===== config.mk =====
export PLATFORM = sky130hd
export DESIGN_NAME = io_input_port
export DESIGN_NICKNAME = d
export VERILOG_FILES = /design/src/rtl/io_port_pkg.sv /design/src/rtl/io_input_port_debounce_bit.sv /design/src/rtl/io_input_port.sv
export SDC_FILE = /design/constraint.sdc
export NUM_CORES = 1
export LEC_CHECK = 0
export ABC_AREA = 1
export ABC_CLOCK_PERIOD_IN_PS = 2800
export CAP_MARGIN = 20
export CORE_AREA = 2 2 164 166
export DETAILED_ROUTE_END_ITERATION = 10
export DIE_AREA = 0 0 166 168
export DONT_BUFFER_PORTS = 1
export PLACE_DENSITY_LB_ADDON = 0.25
export SYNTH_ARGS = -nofsm -noshare
export SYNTH_HDL_FRONTEND = slang
export SYNTH_HIERARCHICAL = 1
export SYNTH_SLANG_ARGS = --single-unit

===== constraint.sdc =====
create_clock -name clk -period 2.8 [get_ports clk]
set_input_delay 0.42 -clock clk [delete_from_list [all_inputs] [get_ports clk]]
set_output_delay 0.42 -clock clk [all_outputs]
set_load 0.01 [all_outputs]

===== src/rtl/io_port_pkg.sv =====
// Shared constants for the memory-mapped input port block: word addresses
// within the block and the default board widths.
package io_port_pkg;
    localparam logic [1:0] IO_ADDR_SW  = 2'd0;
    localparam logic [1:0] IO_ADDR_KEY = 2'd1;
    localparam logic [1:0] IO_ADDR_EVT = 2'd2;

    localparam int SW_W  = 10;
    localparam int KEY_W = 3;
endpackage


===== src/rtl/io_input_port_debounce_bit.sv =====
// One input bit: two-flop synchroniser followed by a stability counter that
// only lets the debounced level change after DEBOUNCE_CYCLES agreeing samples.
module debounce_bit #(
    parameter int   DEBOUNCE_CYCLES = 50000,
    parameter int   CNT_W           = $clog2(DEBOUNCE_CYCLES + 1),
    parameter logic RESET_VAL       = 1'b0
) (
    input  logic clk,
    input  logic reset,
    input  logic raw,
    output logic stable,
    output logic toggle
);
    localparam logic [CNT_W-1:0] CNT_LAST = CNT_W'(DEBOUNCE_CYCLES - 1);

    logic             sync1_reg;
    logic             sync2_reg;
    logic             stable_reg;
    logic             stable_next;
    logic [CNT_W-1:0] cnt_reg;
    logic [CNT_W-1:0] cnt_next;

    always_comb begin
        cnt_next    = cnt_reg;
        stable_next = stable_reg;
        toggle      = 1'b0;
        if (sync2_reg == stable_reg) begin
            cnt_next = '0;
        end else if (cnt_reg == CNT_LAST) begin
            stable_next = sync2_reg;
            cnt_next    = '0;
            toggle      = 1'b1;
        end else begin
            cnt_next = cnt_reg + CNT_W'(1);
        end
    end

    always_ff @(posedge clk) begin
        if (reset) begin
            sync1_reg  <= RESET_VAL;
            sync2_reg  <= RESET_VAL;
            stable_reg <= RESET_VAL;
            cnt_reg    <= '0;
        end else begin
            sync1_reg  <= raw;
            sync2_reg  <= sync1_reg;
            stable_reg <= stable_next;
            cnt_reg    <= cnt_next;
        end
    end

    assign stable = stable_reg;
endmodule


===== src/rtl/io_input_port.sv =====
// Board switch/key input block: debounces every bit, latches key presses in
// sticky clear-on-read flags and serves them through a registered read port.
module io_input_port #(
    parameter int SW_W            = io_port_pkg::SW_W,
    parameter int KEY_W           = io_port_pkg::KEY_W,
    parameter int DEBOUNCE_CYCLES = 50000,
    parameter int CNT_W           = $clog2(DEBOUNCE_CYCLES + 1)
) (
    input  logic             clk,
    input  logic             reset,
    input  logic [SW_W-1:0]  sw_raw,
    input  logic [KEY_W-1:0] key_raw,
    output logic [SW_W-1:0]  sw_db,
    output logic [KEY_W-1:0] key_pressed,
    output logic [KEY_W-1:0] key_event,
    input  logic             rd_en,
    input  logic [1:0]       rd_addr,
    output logic [31:0]      rd_data
);
    import io_port_pkg::*;

    logic [SW_W-1:0]  sw_toggle;
    logic [KEY_W-1:0] key_stable;
    logic [KEY_W-1:0] key_toggle;
    logic [KEY_W-1:0] press_set;
    logic [KEY_W-1:0] evt_clear;
    logic [KEY_W-1:0] event_reg;
    logic [KEY_W-1:0] event_next;
    logic [31:0]      rd_data_reg;
    logic [31:0]      rd_data_next;

    generate
        for (genvar gi = 0; gi < SW_W; gi++) begin : g_sw
            debounce_bit #(
                .DEBOUNCE_CYCLES(DEBOUNCE_CYCLES),
                .CNT_W          (CNT_W),
                .RESET_VAL      (1'b0)
            ) u_db (
                .clk   (clk),
                .reset (reset),
                .raw   (sw_raw[gi]),
                .stable(sw_db[gi]),
                .toggle(sw_toggle[gi])
            );
        end
        for (genvar gi = 0; gi < KEY_W; gi++) begin : g_key
            debounce_bit #(
                .DEBOUNCE_CYCLES(DEBOUNCE_CYCLES),
                .CNT_W          (CNT_W),
                .RESET_VAL      (1'b1)
            ) u_db (
                .clk   (clk),
                .reset (reset),
                .raw   (key_raw[gi]),
                .stable(key_stable[gi]),
                .toggle(key_toggle[gi])
            );
        end
    endgenerate

    assign key_pressed = ~key_stable;
    // Keys are active-low: a toggle while still released is a press.
    assign press_set   = key_toggle & key_stable;

    always_comb begin
        rd_data_next = rd_data_reg;
        evt_clear    = '0;
        if (rd_en) begin
            case (rd_addr)
                IO_ADDR_SW:  rd_data_next = {{(32-SW_W){1'b0}}, sw_db};
                IO_ADDR_KEY: rd_data_next = {{(32-KEY_W){1'b0}}, key_pressed};
                IO_ADDR_EVT: begin
                    rd_data_next = {{(32-KEY_W){1'b0}}, event_reg};
                    evt_clear    = event_reg;
                end
                default:     rd_data_next = 32'b0;
            endcase
        end
        // Set after clear so a press coinciding with the read survives.
        event_next = (event_reg & ~evt_clear) | press_set;
    end

    always_ff @(posedge clk) begin
        if (reset) begin
            event_reg   <= '0;
            rd_data_reg <= '0;
        end else begin
            event_reg   <= event_next;
            rd_data_reg <= rd_data_next;
        end
    end

    assign key_event = event_reg;
    assign rd_data   = rd_data_reg;
endmodule


-- Word-level counts from Yosys, hierarchy flattened
Index checks and enable logic that the tools add are counted.
- bits of input ports: 18
- logic and storage cells: 149
- flip-flop bits (word level): 282
- equality and inequality tests: 28
- add/sub/neg operators: 13
- muxes and demuxes: 9
- bitwise gates (word level): 18
- reduce and logical (&&, ||, !) cells: 27
- operator list (kind ; number):
    $add A16 B1 Y16 const B ; 13
    $eq A16 B16 Y1 const B ; 13
    $reduce_or A3 Y1 ; 13
    $pmux W10 S3 ; 1
    $reduce_and A2 Y1 ; 13
    $eq A1 B1 Y1 ; 13
    $not A1 Y1 ; 13
    $and A3 B3 Y3 ; 2
    $mux W1 ; 6
    $mux W3 ; 2
    $not A3 Y3 ; 2
    $or A3 B3 Y3 ; 1
    $eq A2 B1 Y1 const B ; 1
    $eq A2 B2 Y1 const B ; 1
    $logic_not A2 Y1 ; 1

-- Depth between registers and ports, before layout
Gate-level depths: netlist of the first run.
- depth after elaboration: 6
- depth in mapped cells: 8

-- Modules after synthesis
Netlist of the first run, hierarchy kept.
- by module, submodules not included (module ; times used ; area each (µm²) ; sequential area each (µm²) ; cells an instance):
    debounce_bit at g_sw[0].u_db ... ; 10 ; 1058.5 ; 380.4 ; 158
    debounce_bit at g_key[0].u_db ... ; 3 ; 977.2 ; 380.4 ; 148
    io_input_port ; 1 ; 715.7 ; 260.2 ; 98

-- Worst setup path after synthesis of the first run
No wires, ideal clock.
- path type: reg-to-reg
- from: register g_key[0].u_db.cnt_reg[0]
- to: register event_reg[0] (netlist: key_event[0])
- cell stages (with the launch flop): 8
- data required time: 2730 ps
- path slack: 1529 ps
- buffers on the path: 0
- arrival time: 1202 ps
- cell sequence: dfxtp_1 ha_1 nand3_1 nor2_1 nand3b_1 nor2_1 nand2_1 a21oi_1
- word-level cells in the longest chain between the ends: 5
- ends and longest elaborated chain (element ; line ; RTL):
    start, declared ; io_input_port_debounce_bit.sv:20 ; logic [CNT_W-1:0] cnt_reg;
    start signal, assigned ; io_input_port_debounce_bit.sv:48 ; cnt_reg <= cnt_next;
    $eq A16 B16 Y1 ; io_input_port_debounce_bit.sv:29 ; end else if (cnt_reg == CNT_LAST) begin
    $mux W1 ; io_input_port_debounce_bit.sv:29 ;
    $mux W1 ; io_input_port_debounce_bit.sv:27 ; if (sync2_reg == stable_reg) begin
    via key_toggle[0] ; io_input_port.sv:24 ; logic [KEY_W-1:0] key_toggle;
    $and A3 B3 Y3 ; io_input_port.sv:63 ; assign press_set = key_toggle & key_stable;
    $or A3 B3 Y3 ; io_input_port.sv:80 ; event_next = (event_reg & ~evt_clear) | press_set;
    end signal, assigned ; io_input_port.sv:88 ; event_reg <= event_next;
    end, declared ; io_input_port.sv:27 ; logic [KEY_W-1:0] event_reg;
The timed path passes the listed nets, and every way through them passes these cells.
A chain may end at the register's enable or synchronous reset.

-- Worst setup path after layout of the first run
- from: register g_sw[0].u_db.stable_reg
- to: output port sw_db[0]
- RTL lines (element ; line ; RTL):
    start, declared ; io_input_port_debounce_bit.sv:18 ; logic stable_reg;
    start signal, assigned ; io_input_port_debounce_bit.sv:47 ; stable_reg <= stable_next;
    end, declared ; io_input_port.sv:13 ; output logic [SW_W-1:0] sw_db,
No word-level cell between the ends.

==> run summary, run 1 <==
The die covers 27900 um2. The first global-routing pass estimated 48800 um of wire. The number of design-rule violations left by the first detailed-router iteration was 613; the global-route usage over all layers was 20.0%.

The number of nets in the layout is 2085, and the per-instance average area after synthesis is 6.76 um2. Between clock sinks in the finished design, the worst skew comes to 18.4 ps. The detailed-route DRC error count is 0, and the via count of the first global-routing pass is 11.0k.

The fraction of layout instances using a drive strength above 1 came out at 8.72%. The number of hold-slack violations in the final timing report was 0; the clock sink total was 260. Clock root buffer master: sky130_fd_sc_hd__clkbuf_16. Along the worst path, the maximum fanout reaches 4. The worst setup path is launched from a flip-flop.

The wire-length estimate of the detail-placed layout is 19100 um. In this run the worst hold path is classified as input port to flip-flop. For this run, the top clock speed supported by timing is 643 MHz. At the end of routability-driven placement, the weighted congestion stood at 0.837.

Across the run, the number of max-cap violations was 0. IR analysis of the VDD net gives a maximum drop of 0.000463 V. Once the floorplan was initialized, standard cells occupied 52.9% of the core. The final cell utilization of the core came out at 56.8%. Element type at the critical path end: an output port. The clock reaches the later pin of the worst-skew pair after 550 ps. The post-CTS clock slew at the launch and capture registers of the worst setup and hold paths is 60 ps, and the leakage power is 5.15 nW. The deepest level of the CTS H-tree is 1. Dividing total power by cell area gives a power density of 520 nW/um2. Of the total power, registers draw 48.2%.

Before antenna repair, the detailed router went through 5 iterations. The path type of the worst setup path was flip-flop to output port. Entering global routing, the biggest net connects 44 pins. In this run the remaining antenna-violating nets after routing total 0. From left edge to right edge, the die measures 166 um. After detailed routing, the average wire length per cell comes to 11.6 um. The floorplan step set the die height to 168 um. Counting along the longest clock path gives a buffer depth of 3. Setup repair after global routing left no endpoint under its margin. The number of synthesis warnings was 6; the worst relative slew slack was 64.3%.

The final number of max-transition violations came out at 0. The number of buffers inserted by port buffering works out to 0. For the worst setup path, the data required time is 2380 ps.

TritonCTS built the clock tree. The initial antenna violation count came out at 0. The flow ran to the end, and the final reports show no timing, DRC or antenna violations. The part of the power in the clock network came out at 50.2%. The floorplan has 60 rows. In this run the power spent charging and discharging nets is 0.00161 W.

For the pin with the worst max-slew slack, the measured transition is 534 ps. During I/O placement, the number of pins put on the boundary was 66. Of the available clock period, the critical path in the final layout requires 55.5%. The time the final worst path needs with I/O delays and setup was 1550 ps; the total overflow reported by the global router was 0. The core area was 26400 um2. The routed via count divided by cell count is 4.93, and the number of flip-flops under the largest register name is 160. Relative to the synthesized area, the layout overhead comes to 7.25%. Cell internal power was estimated by the tool at 0.00617 W. The tools report the wire length reported by the detailed router as 28000 um. Of the total power, combinational logic draws 1.7%.

For the worst setup path, the data arrival time is 1130 ps. 0 antenna diodes ended up in the layout. Net switching is 20.7% of the power. Synthesis handed over a netlist of 2062 instances. In this run, CTS created clock tree buffers numbering 29. The routed layout has 11.9k vias.

The total negative setup slack is 0 ps. The post-CTS repair timing setup buffer count is 0, and the synthesized area is 13900 um2. Overall power consumption after layout is estimated at 0.00778 W. For the number of failing setup endpoints in the final timing report, the log shows 0.
## worst reg2reg max path: stages (launching register included)
cell and delay, ps:
sky130_fd_sc_hd__dfxtp_1 360, sky130_fd_sc_hd__ha_1 220, sky130_fd_sc_hd__nand3_1 170, sky130_fd_sc_hd__nor2_1 240
sky130_fd_sc_hd__nand3b_1 110, sky130_fd_sc_hd__nor2_1 100, sky130_fd_sc_hd__nand2_1 60, sky130_fd_sc_hd__a21oi_1 130
## path summary, 6_finish.rpt
check                           cells after the start  slack, ps                     start                endpoint
worst max-delay path                                0       1250       g_sw[0].u_db/stable                sw_db[0]
worst min register to register                      2        400    g_sw[8].u_db/sync1_reg  g_sw[8].u_db/sync2_reg
worst min-delay path                                2         20                     rd_en              rd_data[2]
worst max register to register                      7       1360  g_key[1].u_db/cnt_reg[0]            key_event[1]
## metal layers
layer	vias to the layer above	GRT usage, %	part of all wire [%]
met5	-	0	0
met1	5360	25.0	47
met3	43	3.27	4.3
met2	174	35.6	47
li1	6334	-	-
met4	0	5.60	2.2
## layout make-up
type	instances	area (um2)
Fill cell	2533	11400
Multi-Input combinational cell	1486	7180
Sequential cell	260	5200
Inverter	260	976
Clock buffer	42	825
Tap cell	341	427
Timing Repair Buffer	17	188
Clock inverter	11	159
## power by group through the flow
stage	Clock [W]	Sequential [W]	Combinational, W
after detailed placement	0	0.00383	0.0000927
after floorplan	0	0.00382	0.000112
after CTS	0.00401	0.00375	0.000131
final	0.00390	0.00375	0.000132
after global routing	0.00416	0.00375	0.000148
after global placement	0	0.00383	0.0000916
## what timing repair did
item,in CTS,in global routing
hold endpoints to repair,50,1
resized for setup,0,0
hold buffers,16,1
## placed cells by master (no fill, tap or decap)
| cell | n |
|---|---|
| sky130_fd_sc_hd__nand3_1 | 142 |
| sky130_fd_sc_hd__nand2_4 | 10 |
| sky130_fd_sc_hd__inv_2 | 10 |
| sky130_fd_sc_hd__clkinv_2 | 6 |
| sky130_fd_sc_hd__ha_1 | 13 |
| sky130_fd_sc_hd__dlygate4sd3_1 | 16 |
| sky130_fd_sc_hd__nor3_1 | 13 |
| sky130_fd_sc_hd__inv_6 | 1 |
| sky130_fd_sc_hd__clkbuf_1 | 8 |
| sky130_fd_sc_hd__xnor2_1 | 29 |
| sky130_fd_sc_hd__inv_1 | 250 |
| sky130_fd_sc_hd__clkbuf_8 | 5 |
| sky130_fd_sc_hd__buf_16 | 1 |
| sky130_fd_sc_hd__nor2_1 | 428 |
| sky130_fd_sc_hd__dfxtp_1 | 260 |
| sky130_fd_sc_hd__nand3_2 | 23 |
| sky130_fd_sc_hd__or2_2 | 19 |
| sky130_fd_sc_hd__o21ai_0 | 10 |
| sky130_fd_sc_hd__nand2_2 | 23 |
| sky130_fd_sc_hd__nand4_1 | 65 |
| sky130_fd_sc_hd__nand3b_1 | 13 |
| sky130_fd_sc_hd__xor2_1 | 56 |
| sky130_fd_sc_hd__a21oi_1 | 110 |
| sky130_fd_sc_hd__bufinv_16 | 4 |
| sky130_fd_sc_hd__clkbuf_16 | 29 |
| sky130_fd_sc_hd__nand2_1 | 460 |
| sky130_fd_sc_hd__nor2_2 | 39 |
| sky130_fd_sc_hd__conb_1 | 22 |
| sky130_fd_sc_hd__nor2_4 | 11 |
## stage by stage
step	instance area (um2)	worst slack (ps)	std cells	hold WS (ps)
after floorplan	14000	1530	2083	388
after global placement	13800	1410	2347	390
after detailed placement	13800	1360	2347	393
after CTS	14900	1220	2416	0.808
after global routing	15000	1150	2417	25.3
final	15000	1250	2417	18.1
Power figures use the tool's default switching activity.
==> inputs of run 2 (changes only) <==
- ABC_CLOCK_PERIOD_IN_PS: 2800 -> 1500
- clock period: 2.8 -> 1.5 ns (I/O delays scaled with it)
==> run 2 against run 1 <==
  * Global-route usage shrank 0.052 points
  * Hold slack lost 4.1 ps
  * Via count grew 0.94%
  * Clock skew shrank 4.3 ps
==> run summary, run 2 (synthesized netlist as in run 1, its figures left out) <==
The area added between synthesis and finish was 8.80% (was 7.25%). Counting I/O delays and the setup requirement, the final critical path takes 1410 ps. The post-CTS repair timing setup buffer count was 0 (unchanged); the count of standard-cell rows was 60 (unchanged). The power per cell area came out at 989 nW/um2 (was 520 nW/um2). The part of the total power dissipated in sequential elements is 46.6% (was 48.2%), and the count of placed standard cells including taps is 2355 (was 2347).

The run gives 14.0 ps (was 18.4 ps) as the maximum clock skew at final layout. The launch instance of the worst register-to-register path is g_sw[7].u_db/cnt_reg[0] (was g_key[1].u_db/cnt_reg[0]). Together, buffers and inverters on the worst path number 2. Routed via count divided by cell count: 4.95 (was 4.93). Setup repair after global routing left no endpoint under its margin. The flow ran to the end, and the final reports show no timing, DRC or antenna violations. The detailed-route DRC error count is 0 (unchanged).

The clock sink total came out at 260 (unchanged). The die width is 166 um (unchanged). For the number of buffers added by the clock tree synthesis step, the log shows 29 (unchanged). For this run, the slowest stage of the critical path takes 350 ps. The fraction of layout instances using a drive strength above 1 is 9.29% (was 8.72%). The leakage power is 5.23 nW (was 5.15 nW), and the register-to-register setup slack is 120 ps (was 1360 ps). The die outline height is 168 um (unchanged). For this run, the top clock speed supported by timing is 709 MHz.

The tools report the core area as 26400 um2 (unchanged). TritonCTS built the clock tree. The number of hold-slack violations in the final timing report is 0 (unchanged), and the required arrival time at the worst endpoint is 1270 ps (was 2380 ps). The number of flip-flops under the largest register name was 160 (unchanged); the number of buffers inserted by port buffering was 0 (unchanged).

The logs give 5 (unchanged) for the first-pass detailed-route iteration total and 0 (unchanged) for the number of failing setup endpoints in the final timing report. The antenna diode count came out at 0 (unchanged). The logs give 0.00106 V (was 0.000463 V) for the worst ir drop on vdd and 550 ps (about the same) for the worst-skew pair later-pin latency. The deepest level of the CTS H-tree is 1 (unchanged). The total overflow reported by the global router came out at 0 (unchanged). Element type at the critical path end: an output port (unchanged). The switching part of the total power is 19.8% (was 20.7%). The critical-path maximum fanout came out at 3 (was 4). The initial antenna violation count is 0 (unchanged).

Highest-count cells in the layout ignoring fill and taps: 460 x sky130_fd_sc_hd__nand2_1, 426 x sky130_fd_sc_hd__nor2_1, 260 x sky130_fd_sc_hd__dfxtp_1, 250 x sky130_fd_sc_hd__inv_1, 140 x sky130_fd_sc_hd__nand3_1 (was 460 x sky130_fd_sc_hd__nand2_1, 428 x sky130_fd_sc_hd__nor2_1, 260 x sky130_fd_sc_hd__dfxtp_1, 250 x sky130_fd_sc_hd__inv_1, 142 x sky130_fd_sc_hd__nand3_1). The post-route worst setup slack came out at 90.0 ps (was 1250 ps). The tools report the final-layout fill cell count as 2500 (was 2533). The clock tree buffer depth was 3 (unchanged).

The total negative setup slack is 0 ps (unchanged). The wire length of the first global-routing pass is 48500 um (was 48800 um). The remaining antenna violation count is 0 (unchanged).

Global-route usage over all layers: 19.9% (was 20.0%). The path category of the worst min-delay check was input port to flip-flop (unchanged). The average detailed-routed wire length per instance came out at 11.6 um (about the same).

The run gives 52.0% (was 64.3%) as the worst relative slew slack. The path type of the worst setup path is flip-flop to output port (unchanged). The run gives 11.1k (was 11.0k) as the via count of the first global-routing pass. The part of the power in the clock network was 51.6% (was 50.2%); the number of max-cap violations was 0 (unchanged).

Most numerous cell on the critical path: sky130_fd_sc_hd__buf_4. The final number of max-transition violations is 0 (unchanged). The run gives 66 (unchanged) as the count of boundary I/O pins. The critical hold path startpoint was reset (was rd_en). The transition time at the pin with the least slew margin was 717 ps (was 534 ps). The tools report the largest net degree at the start of global routing as 50 (was 44). The cell type group with the largest total delay on the critical path is flip-flops.

The signal on the critical path passes through buf_4, buf_4. Launch point of the critical path: g_sw[0].u_db/stable (unchanged). The tools report the wire length reported by the detailed router as 28200 um (was 28000 um).

The run gives 19300 um (was 19100 um) as the final HPWL from detailed placement. The slowest stage of the critical path belongs to the cell sky130_fd_sc_hd__dfxtp_1. The arrival time of the worst setup path is 1180 ps (was 1130 ps), and the post-CTS clock slew at the launch and capture registers of the worst setup and hold paths is 60 ps (about the same). For the net switching power figure, the log shows 0.00297 W (was 0.00161 W).

Global placer's final weighted congestion: 0.848 (was 0.837). The relative contribution of combinational cells to total power was 1.8% (was 1.7%); the worst slack at placement was 33.7 ps (was 1360 ps). The final critical-path share of the clock period works out to 94.0%. The tools report the clock root buffer master as sky130_fd_sc_hd__clkbuf_16 (unchanged). The number of nets in the layout is 2098 (was 2085), and the via count of the routed design is 12.0k (was 11.9k). The floorplan die area is 27900 um2 (unchanged), and the number of design-rule violations left by the first detailed-router iteration is 529 (was 613).

The tools report the count of placed standard cells in the final layout, fillers left out as 2429 (was 2417). The most common cell after layout, fill and taps aside was sky130_fd_sc_hd__nand2_1 (unchanged). The kind of start point of the critical path is a flip-flop (unchanged). The starting density of the core was 52.9% (unchanged). The internal cell power was 0.0120 W (was 0.00617 W).
run 2: changes by cell type in the layout (fill, tap and decap cells not counted), sizes merged, moves of 2 or more:
cell         previous run  this run
dlygate4sd3            16        19
clkinv                  6         0
bufinv                  4         7
nand2                 493       495
buf                     1         9
run 2: cell type report:
| class | instances | area, um2 | area share [%] |
|---|---|---|---|
| clock buffer | 43 | 828 | 5.46 |
| clock inverter | 9 | 226 | 1.49 |
| inverter | 260 | 976 | 6.43 |
| multi-input combinational | 1488 | 7230 | 47.7 |
| sequential | 260 | 5200 | 34.3 |
| tap | 341 | 427 | 2.81 |
| timing repair buffer | 28 | 278 | 1.83 |
run 2: per-layer routing:
layer  vias up  track usage (%)  part of all wire (%)
li1       6382                -                     -
met1      5408             24.9                    47
met2       181             34.7                    46
met3        52             3.57                   4.4
met4         0             7.03                   2.8
met5         -                0                     0
run 2: repair_timing:
| action | CTS | global route |
|---|---|---|
| hold endpoints to repair | 71 | 16 |
| hold buffers | 19 | 1 |
| setup endpoints to repair | 0 | 51 |
| resized for setup | 0 | 10 |
run 2: path summary, 6_finish.rpt:
| path | end | cells after the start |
|---|---|---|
| setup / recovery | sw_db[0] | 2 |
| hold reg to reg | g_sw[7].u_db/sync2_reg | 2 |
| setup reg to reg | g_sw[7].u_db/cnt_reg[15] | 6 |
| hold / removal | g_key[0].u_db/cnt_reg[6] | 3 |
run 2: worst reg2reg max path: stages, from the launching register on:
cell	delay [ps]
sky130_fd_sc_hd__dfxtp_1	370
sky130_fd_sc_hd__ha_1	220
sky130_fd_sc_hd__nand3_2	180
sky130_fd_sc_hd__nor2_1	160
sky130_fd_sc_hd__nand2_1	100
sky130_fd_sc_hd__nand2_4	170
sky130_fd_sc_hd__nor2_1	80
run 2: power by group through the flow:
stage	combinational (W)	clock (W)	sequential, W
floorplan	0.000209	0	0.00714
global placement	0.000171	0	0.00715
CTS	0.000265	0.00796	0.00700
global route	0.000304	0.00824	0.00700
detailed placement	0.000173	0	0.00715
finish	0.000272	0.00774	0.00700
run 2: per-stage QoR:
step           utilization, %  hold WS (ps)  area [um2]  power, W
2_1_floorplan               -           294       14000   0.00735
3_3_place_gp             52.5           305       13800   0.00732
3_5_place_dp             52.5           307       13800   0.00732
4_1_cts                  57.3          9.83       15100    0.0152
5_1_grt                  57.6          12.6       15200    0.0155
6_report                 57.6          14.1       15200    0.0150
